$ cat src/rtl/piso_unit.sv
// -----------------------------------------------------------------------------
// piso_unit
// Free-running parallel-in serial-out framer for the UART transmit path.
// Every WIDTH clocks the parallel word is sampled once (load edge) and then
// emitted one bit per clock on q, with no idle gap between frames.
//
// Ports:
//   clk    in   1      system clock, rising-edge active
//   reset  in   1      synchronous reset, active-high
//   data   in   WIDTH  parallel word, sampled only on load edges
//   q      out  1      serial output bit, registered
//
// Parameters:
//   WIDTH  word width and frame length in clocks (WIDTH >= 2)
//
// Build option:
//   PISO_LSB_FIRST_EN  defined   -> LSB-first emission (standard UART order)
//                      undefined -> MSB-first emission
// -----------------------------------------------------------------------------
module piso_unit #(
    parameter int unsigned WIDTH = 8
) (
    input  logic             clk,
    input  logic             reset,
    input  logic [WIDTH-1:0] data,
    output logic             q
);

    localparam int unsigned CNT_W    = (WIDTH > 2) ? $clog2(WIDTH) : 1;
    localparam int unsigned LAST_BIT = WIDTH - 1;

    logic [WIDTH-1:0] sr_q, sr_d;
    logic [CNT_W-1:0] cnt_q, cnt_d;
    logic             q_q, q_d;
    logic             load_c;

    // cnt counts bits still to emit after the current q; zero means load.
    assign load_c = (cnt_q == '0);

    // Next-state logic: load a fresh word or shift the current one out.
    always_comb begin
        sr_d  = sr_q;
        cnt_d = cnt_q;
        q_d   = q_q;
        if (load_c) begin
`ifdef PISO_LSB_FIRST_EN
            q_d  = data[0];
            sr_d = {1'b0, data[WIDTH-1:1]};
`else
            q_d  = data[WIDTH-1];
            sr_d = {data[WIDTH-2:0], 1'b0};
`endif
            cnt_d = CNT_W'(LAST_BIT);
        end else begin
`ifdef PISO_LSB_FIRST_EN
            q_d  = sr_q[0];
            sr_d = {1'b0, sr_q[WIDTH-1:1]};
`else
            q_d  = sr_q[WIDTH-1];
            sr_d = {sr_q[WIDTH-2:0], 1'b0};
`endif
            cnt_d = cnt_q - CNT_W'(1);
        end
    end

    // State registers; reset aborts any frame and forces the next edge to load.
    always_ff @(posedge clk) begin
        if (reset) begin
            sr_q  <= '0;
            cnt_q <= '0;
            q_q   <= 1'b0;
        end else begin
            sr_q  <= sr_d;
            cnt_q <= cnt_d;
            q_q   <= q_d;
        end
    end

    assign q = q_q;

endmodule

$ cat config.mk
export PLATFORM = sky130hd
export DESIGN_NAME = piso_unit
export DESIGN_NICKNAME = d
export VERILOG_FILES = /design/src/rtl/piso_unit.sv
export SDC_FILE = /design/constraint.sdc
export NUM_CORES = 1
export LEC_CHECK = 0
export BUFFER_PORTS_ARGS = -buffer_cell sky130_fd_sc_hd__clkbuf_2
export CORE_MARGIN = 2
export CORE_UTILIZATION = 30
export CTS_CLUSTER_SIZE = 25
export DETAILED_ROUTE_END_ITERATION = 8
export MAX_ROUTING_LAYER = met4
export PLACE_DENSITY_LB_ADDON = 0.08
export SYNTH_ARGS = -nofsm -noshare
export SYNTH_HDL_FRONTEND = slang
export SYNTH_SLANG_ARGS = --single-unit
$ cat constraint.sdc
create_clock -name clk -period 1.3 [get_ports clk]
set_clock_uncertainty 0.1 [all_clocks]
set_input_delay 0.065 -clock clk [delete_from_list [all_inputs] [get_ports clk]]
set_output_delay 0.065 -clock clk [all_outputs]
set_load 0.005 [all_outputs]
==> results.py, run 1 <==
metrics = {
    "run_status": {
        "outcome": "finished clean",
    },
    "routing": {
        "drcViolationCount": 0,
        "dr.pass1.iters": 2,
        "initialDrtViolationCount": 6,
        "wl_microns": 867,
        "dr_total_vias": 383,
        "drtAntennaViolNets": 0,
        "vias_per_cell": 4.73,
        "wl_per_cell_microns": 10.7,
    },
    "place": {
        "hpwl_microns": 681,
        "io_buffers": 10,
        "dp.cells": 69,
        "gp_congestion": 0.708,
    },
    "global_routing": {
        "antenna_found_initial": 0,
        "grt_max_degree": 19,
        "groute.usage.overall_pct": 11.7,
        "grt_pass1_wl_mm": 1.50,
        "overflow": 0,
        "grt_pass1_vias": 370,
    },
    "die": {
        "dieArea_sq_mm": 0.00191,
        "dieHeight_microns": 43.7,
        "start_util_pct": 31.7,
        "die_w_microns": 43.7,
        "ios": 11,
        "core_region_area_sq_mm": 0.00149,
        "rows": 14,
    },
    "logic_synthesis": {
        "ys_types": 12,
        "synth_top_area_share_pct": 46.7,
        "synth_compound_area_share_pct": 11.1,
        "synth_area_sq_um": 472,
        "synth_most_common_cell": "dfxtp_1",
        "synth_seq_cells": 11,
        "synth_fa_ha_area_share_pct": 5.31,
        "ys_seq_area_share_pct": 46.7,
        "synth_xor_area_share_pct": 0,
        "synth_warnings": 0,
        "synthSimpleGateAreaFrac_pct": 33.2,
        "yosys.area.top_type": "dfxtp_1",
        "synth_common_cells": "11 x dfxtp_1, 8 x nand2b_1, 7 x nand4bb_1, 7 x o21ai_1",
        "syn_inst": 45,
        "async_flop_share_pct": 0,
        "syn_area_per_cell_sq_um": 10.5,
        "synthFlopType": "dfxtp_1",
        "muxShareOfSynthArea_pct": 0,
        "synth_area_leaders": "dfxtp_1 47%, nand4bb_1 17%, nand2b_1 11%",
        "syn-num-nets": 57,
        "synth_top_family_by_area": "simple AND/OR/NAND/NOR gates",
        "synth_enable_flop_cells": 0,
    },
    "critical_path": {
        "startpoint_type": "flop",
        "required_ns": 1.35,
        "cp_max_fo": 10,
        "worstPathCellList": "inv_1 > ha_2 > and2b_4 > o21ai_1",
        "arrival_ns": 1.23,
        "crit_slowest_cell": "dfxtp_1",
        "cp_slowest_stage_delay_ns": 0.31,
        "reg2regPathDepth": 4,
        "crit_type": "reg2reg",
        "setup.worst_path.end_class": "flop",
    },
    "pwr": {
        "peakVddDrop_uv": 623,
        "leakagePower_nw": 0.252,
        "powerDensity_mw_per_mm2": 1250,
    },
    "final_layout": {
        "drive_gt1_share_pct": 24.6,
        "syn_to_final_growth_pct": 35.8,
        "layout.nets": 78,
        "fin_util_pct": 43.0,
        "diodes": 0,
        "stdcell_count": 81,
    },
    "flow_run": {
        "max-cap-violations": 0,
    },
    "clock_tree": {
        "cts_buffers": 3,
        "clk_latency_ns": 0.26,
        "clkSlewWorstSetupHoldPaths_ns": 0.06,
        "ctsLongestPathBuffers": 2,
        "cts.sinks": 11,
        "h-tree-depth": 1,
        "clockRootBuffer": "clkbuf_4",
        "cts_tree": "built",
        "postCtsSetupRepairBufs": 0,
    },
    "sta": {
        "hold_viol": 0,
        "finalMaxSlewViolations": 0,
        "fmax_mhz": 845,
        "rsz0062_at_grt": "no",
        "timing.final.crit_share_pct": 91.0,
        "finalCriticalPeriod_ns": 1.18,
        "tightestPinTransition_ns": 0.277,
        "setup_viol": 0,
        "maxSlewHeadroom_pct": 81.6,
        "fin_setup_tns_ns": 0,
    },
    "worst_hold_path": {
        "min_path_type": "in2reg",
        "whs_path_depth": 2,
    },
}
## state kept, by name, indices dropped and copies added, names as in the netlist
register  count
q             1
cnt_q         3
sr_q          7
## routing by layer
metal  GRT usage (%)  share of wire (%)  vias up
met5               -                  0        -
met4            3.64                  0        0
met3            7.50                6.5        0
met2            17.9                 48        8
met1            12.2                 45      175
li1                -                  -      200
## final timing paths
path	start	to	slack, ns
worst max-delay path	cnt_q[0]	sr_q[2]	0.12
worst min-delay path	reset	cnt_q[1]	0.07
worst max register to register	cnt_q[0]	sr_q[2]	0.12
worst min register to register	cnt_q[0]	cnt_q[0]	0.34
## power by group
part	internal (W)	total [W]	switching [W]	leakage, nW
clock network	0.000118	0.000222	0.000103	0.0150
registers	0.000380	0.000402	0.0000216	0.0907
logic	0.0000973	0.000176	0.0000783	0.146
## timing repair
| item | CTS | global route |
|---|---|---|
| setup endpoints to repair | 0 | 11 |
| hold endpoints to repair | 8 | 0 |
| hold buffers | 8 | 0 |
| resized for setup | 0 | 1 |
## final cells by class
class,count,area [sq um]
repair buffers,18,130
clock buffers,4,26.3
multi-input cells,30,236
flip-flops and latches,11,220
fillers,159,848
inverters,2,7.51
well taps,16,20.0
## cell families after synthesis
group,Yosys count
AOI/OAI and AO/OA,10
and+or+nand+nor,18
DFF,11
adders and majority gates,2
buffers and inverters,4
## worst max-delay path: cells and delay by family, from the launching register on
kind	cells	cell delay, ns
adder cells (fa/ha/maj)	1	0.28
buffers and inverters	1	0.08
flip-flops	1	0.31
AND/OR/NAND/NOR	1	0.22
AO/OA/AOI/OAI	1	0.08
## per-stage QoR
stage	power [W]	hold slack, ns	area [sq um]	worst slack, ns
global route	0.000864	0.0760	641	0.0433
floorplan	0.000525	0.122	472	0.157
global placement	0.000559	0.214	532	0.0876
finish	0.000799	0.0718	641	0.117
detailed placement	0.000567	0.225	532	0.0162
CTS	0.000811	0.0739	638	0.0163
## layout by cell type, fill, tap and decap left out
cell type and instances:
clkbuf_1 1, nor3_1 1, a21oi_1 2, nand2b_1 8, o21ai_1 7, nand4bb_1 7, clkbuf_4 3, clkbuf_2 10
nor3b_2 1, ha_2 1, dfxtp_1 11, inv_1 2, and2b_4 1, ha_1 1, dlygate4sd3_1 8, a211oi_1 1
(Power assumes the default switching activity.)
==> inputs of run 2 (changes only) <==
--- a/config.mk
+++ b/config.mk
@@ -6,12 +6,13 @@
 export NUM_CORES = 1
 export LEC_CHECK = 0
 export BUFFER_PORTS_ARGS = -buffer_cell sky130_fd_sc_hd__clkbuf_2
-export CORE_MARGIN = 2
-export CORE_UTILIZATION = 30
+export CORE_AREA = 2 2 39 41
 export CTS_CLUSTER_SIZE = 25
 export DETAILED_ROUTE_END_ITERATION = 8
+export DIE_AREA = 0 0 41 43
 export MAX_ROUTING_LAYER = met4
 export PLACE_DENSITY_LB_ADDON = 0.08
+export SKIP_CTS_REPAIR_TIMING = 1
 export SYNTH_ARGS = -nofsm -noshare
 export SYNTH_HDL_FRONTEND = slang
 export SYNTH_SLANG_ARGS = --single-unit
==> results.py, run 2 (same netlist as run 1, synthesis figures left out) <==
metrics = {
    "routing": {
        "dr.pass1.iters": 2,
        "dr_total_vias": 385,
        "vias_per_cell": 4.75,
        "wl_microns": 910,
        "drcViolationCount": 0,
        "initialDrtViolationCount": 3,
        "drtAntennaViolNets": 0,
        "wl_per_cell_microns": 11.2,
    },
    "worst_hold_path": {
        "min_path_type": "in2reg",
    },
    "final_layout": {
        "fin_area_sq_um": 638,
        "largest_reg_flops": 7,
        "syn_to_final_growth_pct": 35.3,
        "n_fill_cell": 146,
        "diodes": 0,
        "layout.nets": 78,
        "drive_gt1_share_pct": 26.2,
        "final_cell_mix": "11 x dfxtp_1, 10 x clkbuf_2, 8 x nand2b_1",
        "top_register": "sr_q",
        "layout_commonest_cell": "dfxtp_1",
    },
    "sta": {
        "timing.final.crit_share_pct": 88.3,
        "holdWs_ns": -0.0256,
        "finalCriticalPeriod_ns": 1.15,
        "maxSlewHeadroom_pct": 81.2,
        "finalMaxSlewViolations": 0,
        "tightestPinTransition_ns": 0.282,
        "fmax_mhz": 871,
        "fin_setup_tns_ns": 0,
        "hold_viol": 1,
        "setup_viol": 0,
        "rsz0062_at_grt": "no",
    },
    "pwr": {
        "power_frac_clock_pct": 28.8,
        "power.net_switching_w": 0.000219,
        "leakagePower_nw": 0.252,
        "total_power_w": 0.000820,
        "peakVddDrop_uv": 611,
        "pwr-share-seq_pct": 49.3,
        "pwr-share-comb_pct": 22.0,
        "p_sw_share_pct": 26.7,
        "powerDensity_mw_per_mm2": 1280,
        "intPower_w": 0.000601,
    },
    "die": {
        "die_w_microns": 41,
        "ios": 11,
        "dieHeight_microns": 43,
        "core_region_area_sq_mm": 0.00138,
        "dieArea_sq_mm": 0.00176,
        "rows": 14,
        "start_util_pct": 34.1,
    },
    "critical_path": {
        "cp_slowest_stage_delay_ns": 0.33,
        "worstPathCellList": "inv_1 > ha_2 > buf_4 > nand4bb_1 > o21ai_1",
        "critical_path.top_delay_family": "flip-flops",
        "startpoint_type": "flop",
        "crit_type": "reg2reg",
        "required_ns": 1.36,
        "crit_buf_inv": 2,
        "setup.worst_path.end_class": "flop",
        "cp_max_fo": 7,
        "crit_slowest_cell": "dfxtp_1",
        "arrival_ns": 1.21,
    },
    "clock_tree": {
        "h-tree-depth": 1,
        "cts_buffers": 3,
        "clk_latency_ns": 0.27,
        "clockRootBuffer": "clkbuf_4",
        "cts_tree": "built",
        "cts.sinks": 11,
        "clkSlewWorstSetupHoldPaths_ns": 0.07,
        "ctsLongestPathBuffers": 2,
    },
    "global_routing": {
        "grt_pass1_vias": 362,
        "groute.usage.overall_pct": 13.8,
        "antenna_found_initial": 0,
        "overflow": 0,
        "grt_max_degree": 19,
        "grt_pass1_wl_mm": 1.46,
    },
    "run_status": {
        "violations": "hold timing",
        "outcome": "finished with violations",
    },
    "flow_run": {
        "max-cap-violations": 0,
    },
    "place": {
        "gp_congestion": 0.620,
        "hpwl_microns": 636,
        "io_buffers": 10,
        "place_area_sq_um": 539,
    },
}
==> run 2: cell types whose count changed in the layout (fill, tap and decap cells not counted) <==
cell,before,now
buf_4,0,1
dlygate4sd3_1,8,7
==> run 2: area by class of cell <==
class	instances	area (sq um)	area share, %
clock buffer	4	26.3	4.12
inverter	2	7.51	1.18
multi-input combinational	30	236	37.1
sequential	11	220	34.5
tap	16	20.0	3.14
timing repair buffer	18	128	20.0
==> run 2: tightest hold or removal path: cells and delay by family <==
family | cells | cell delay [ns]
AND/OR/NAND/NOR | 1 | 0.09
AO/OA/AOI/OAI | 1 | 0.07
buffers and inverters | 1 | 0.08
==> run 2: worst paths after layout <==
path         cells after the start        to  slack [ns]  startpoint
max                              5   sr_q[5]        0.15    cnt_q[0]
min                              3   sr_q[5]       -0.03     data[4]
max reg2reg                      5   sr_q[5]        0.15    cnt_q[0]
min reg2reg                      1  cnt_q[0]        0.35    cnt_q[0]
==> run 2: per-stage QoR <==
stage	hold WS, ns	setup slack [ns]	utilization (%)	instances
after detailed placement	0.215	0.0771	39.0	70
after global placement	0.217	0.125	39.0	70
after CTS	-0.0686	0.0597	40.9	74
final	-0.0256	0.152	46.1	81
after global routing	0.00216	0.0435	46.1	81
after floorplan	0.122	0.157	-	45
==> run 2: power by group through the flow <==
stage / sequential [W] / combinational, W / clock, W
2_1_floorplan: 0.000397 / 0.000127 / 0
3_3_place_gp: 0.000409 / 0.000159 / 0
3_5_place_dp: 0.000412 / 0.000164 / 0
4_1_cts: 0.000404 / 0.000164 / 0.000251
5_1_grt: 0.000410 / 0.000203 / 0.000269
6_report: 0.000404 / 0.000180 / 0.000236
==> run 2: per-layer routing <==
metal  routed length, microns  global-route usage [%]
met1                      370                    13.8
met2                      444                    19.1
met3                       51                    4.71
met4                       43                    14.0
met5                        0                       -
==> inputs of run 3 (changes only) <==
--- a/config.mk
+++ b/config.mk
@@ -11,7 +11,7 @@
 export DETAILED_ROUTE_END_ITERATION = 8
 export DIE_AREA = 0 0 41 43
 export MAX_ROUTING_LAYER = met4
-export PLACE_DENSITY_LB_ADDON = 0.08
+export PLACE_DENSITY = 0.64
 export SKIP_CTS_REPAIR_TIMING = 1
 export SYNTH_ARGS = -nofsm -noshare
 export SYNTH_HDL_FRONTEND = slang
==> results.py, run 3 (same netlist as run 1, synthesis figures left out) <==
metrics = {
    "routing": {
        "wl_microns": 877,
        "dr.pass1.iters": 4,
        "drtAntennaViolNets": 0,
        "wl_per_cell_microns": 10.8,
        "initialDrtViolationCount": 7,
        "drcViolationCount": 0,
        "vias_per_cell": 4.63,
        "dr_total_vias": 375,
    },
    "die": {
        "rows": 14,
        "die_w_microns": 41,
        "dieHeight_microns": 43,
        "ios": 11,
        "dieArea_sq_mm": 0.00176,
        "core_region_area_sq_mm": 0.00138,
        "start_util_pct": 34.1,
    },
    "final_layout": {
        "fin_util_pct": 46.3,
        "drive_gt1_share_pct": 24.6,
        "layout_commonest_cell": "dfxtp_1",
        "register_area_sq_um": 220,
        "diodes": 0,
        "syn_to_final_growth_pct": 35.8,
        "n_fill_cell": 131,
        "fin_area_sq_um": 641,
        "multi_input_area_sq_um": 236,
        "largest_reg_flops": 7,
        "final_cell_mix": "11 x dfxtp_1, 10 x clkbuf_2, 8 x nand2b_1, 8 x dlygate4sd3_1",
        "top_register": "sr_q",
        "layout.nets": 78,
    },
    "sta": {
        "maxSlewHeadroom_pct": 81.0,
        "holdWs_ns": 0.0625,
        "finalCriticalPeriod_ns": 1.18,
        "tightestPinTransition_ns": 0.284,
        "finalMaxSlewViolations": 0,
        "rsz0062_at_grt": "no",
        "hold_viol": 0,
        "setup_viol": 0,
        "timing.final.crit_share_pct": 90.8,
        "fmax_mhz": 847,
        "fin_setup_tns_ns": 0,
    },
    "global_routing": {
        "grt_pass1_vias": 312,
        "grt_pass1_wl_mm": 1.23,
        "overflow": 0,
        "groute.usage.overall_pct": 11.2,
        "antenna_found_initial": 0,
        "grt_max_degree": 19,
    },
    "place": {
        "io_buffers": 10,
        "hpwl_microns": 568,
        "place_area_sq_um": 532,
        "gp_congestion": 0.769,
    },
    "clock_tree": {
        "cts_buffers": 3,
        "clockRootBuffer": "clkbuf_4",
        "cts_tree": "built",
        "clk_latency_ns": 0.27,
        "cts.sinks": 11,
        "h-tree-depth": 1,
        "ctsLongestPathBuffers": 2,
        "clkSlewWorstSetupHoldPaths_ns": 0.07,
    },
    "pwr": {
        "peakVddDrop_uv": 709,
        "total_power_w": 0.000807,
        "pwr-share-comb_pct": 21.7,
        "intPower_w": 0.000596,
        "powerDensity_mw_per_mm2": 1260,
        "p_sw_share_pct": 26.1,
        "leakagePower_nw": 0.252,
        "power.net_switching_w": 0.000211,
        "power_frac_clock_pct": 28.3,
        "pwr-share-seq_pct": 50.0,
    },
    "critical_path": {
        "startpoint_type": "flop",
        "arrival_ns": 1.24,
        "setup.worst_path.end_class": "flop",
        "cp_slowest_stage_delay_ns": 0.31,
        "crit_slowest_cell": "dfxtp_1",
        "cp_max_fo": 10,
        "crit_type": "reg2reg",
        "worstPathCellList": "inv_1 > ha_2 > and2b_4 > o21ai_1",
        "required_ns": 1.36,
    },
    "worst_hold_path": {
        "min_path_type": "in2reg",
    },
    "run_status": {
        "outcome": "finished clean",
    },
    "flow_run": {
        "max-cap-violations": 0,
    },
}
run 3: changes by cell type in the layout (fill, tap and decap cells not counted), sizes merged:
cell         before  now
buf               1    0
dlygate4sd3       7    8
run 3: power groups by stage:
| stage | registers [W] | clock network [W] | logic, W |
|---|---|---|---|
| after floorplan | 0.000397 | 0 | 0.000127 |
| after global placement | 0.000408 | 0 | 0.000151 |
| after detailed placement | 0.000410 | 0 | 0.000153 |
| after CTS | 0.000403 | 0.000240 | 0.000154 |
| after global routing | 0.000408 | 0.000257 | 0.000198 |
| final | 0.000404 | 0.000229 | 0.000175 |
run 3: worst max-delay path, delay by kind of cell (launching register included):
kind            cells  cell delay [ns]
simple gates        1             0.22
fa+ha+maj           1             0.28
compound gates      1             0.08
buf+inv             1             0.08
flops               1             0.31
run 3: routing by layer:
layer  vias to the layer above  GRT usage [%]  share of wire (%)
li1                        201              -                  -
met1                       164           13.6                 46
met2                        10           13.4                 46
met3                         0           9.42                7.3
met4                         0           4.00                  0
met5                         -              -                  0
run 3: metrics by stage:
step | worst slack, ns | instances
final | 0.119 | 81
after CTS | 0.0367 | 73
after detailed placement | 0.0367 | 69
after global routing | 0.0451 | 81
after global placement | 0.0733 | 69
after floorplan | 0.157 | 45
run 3: cell type report:
cell class,count,area share [%]
Clock buffer,4,4.10
Inverter,2,1.17
Multi-Input combinational cell,30,36.9
Sequential cell,11,34.4
Tap cell,16,3.13
Timing Repair Buffer,18,20.3
run 3: path summary, 6_finish.rpt:
check                              start  endpoint  slack, ns  depth (start not counted)
worst min-delay path               reset   sr_q[1]       0.06                          2
worst max register to register  cnt_q[0]   sr_q[3]       0.12                          4
worst max-delay path            cnt_q[0]   sr_q[3]       0.12                          4
worst min register to register   sr_q[6]   sr_q[7]       0.34                          2
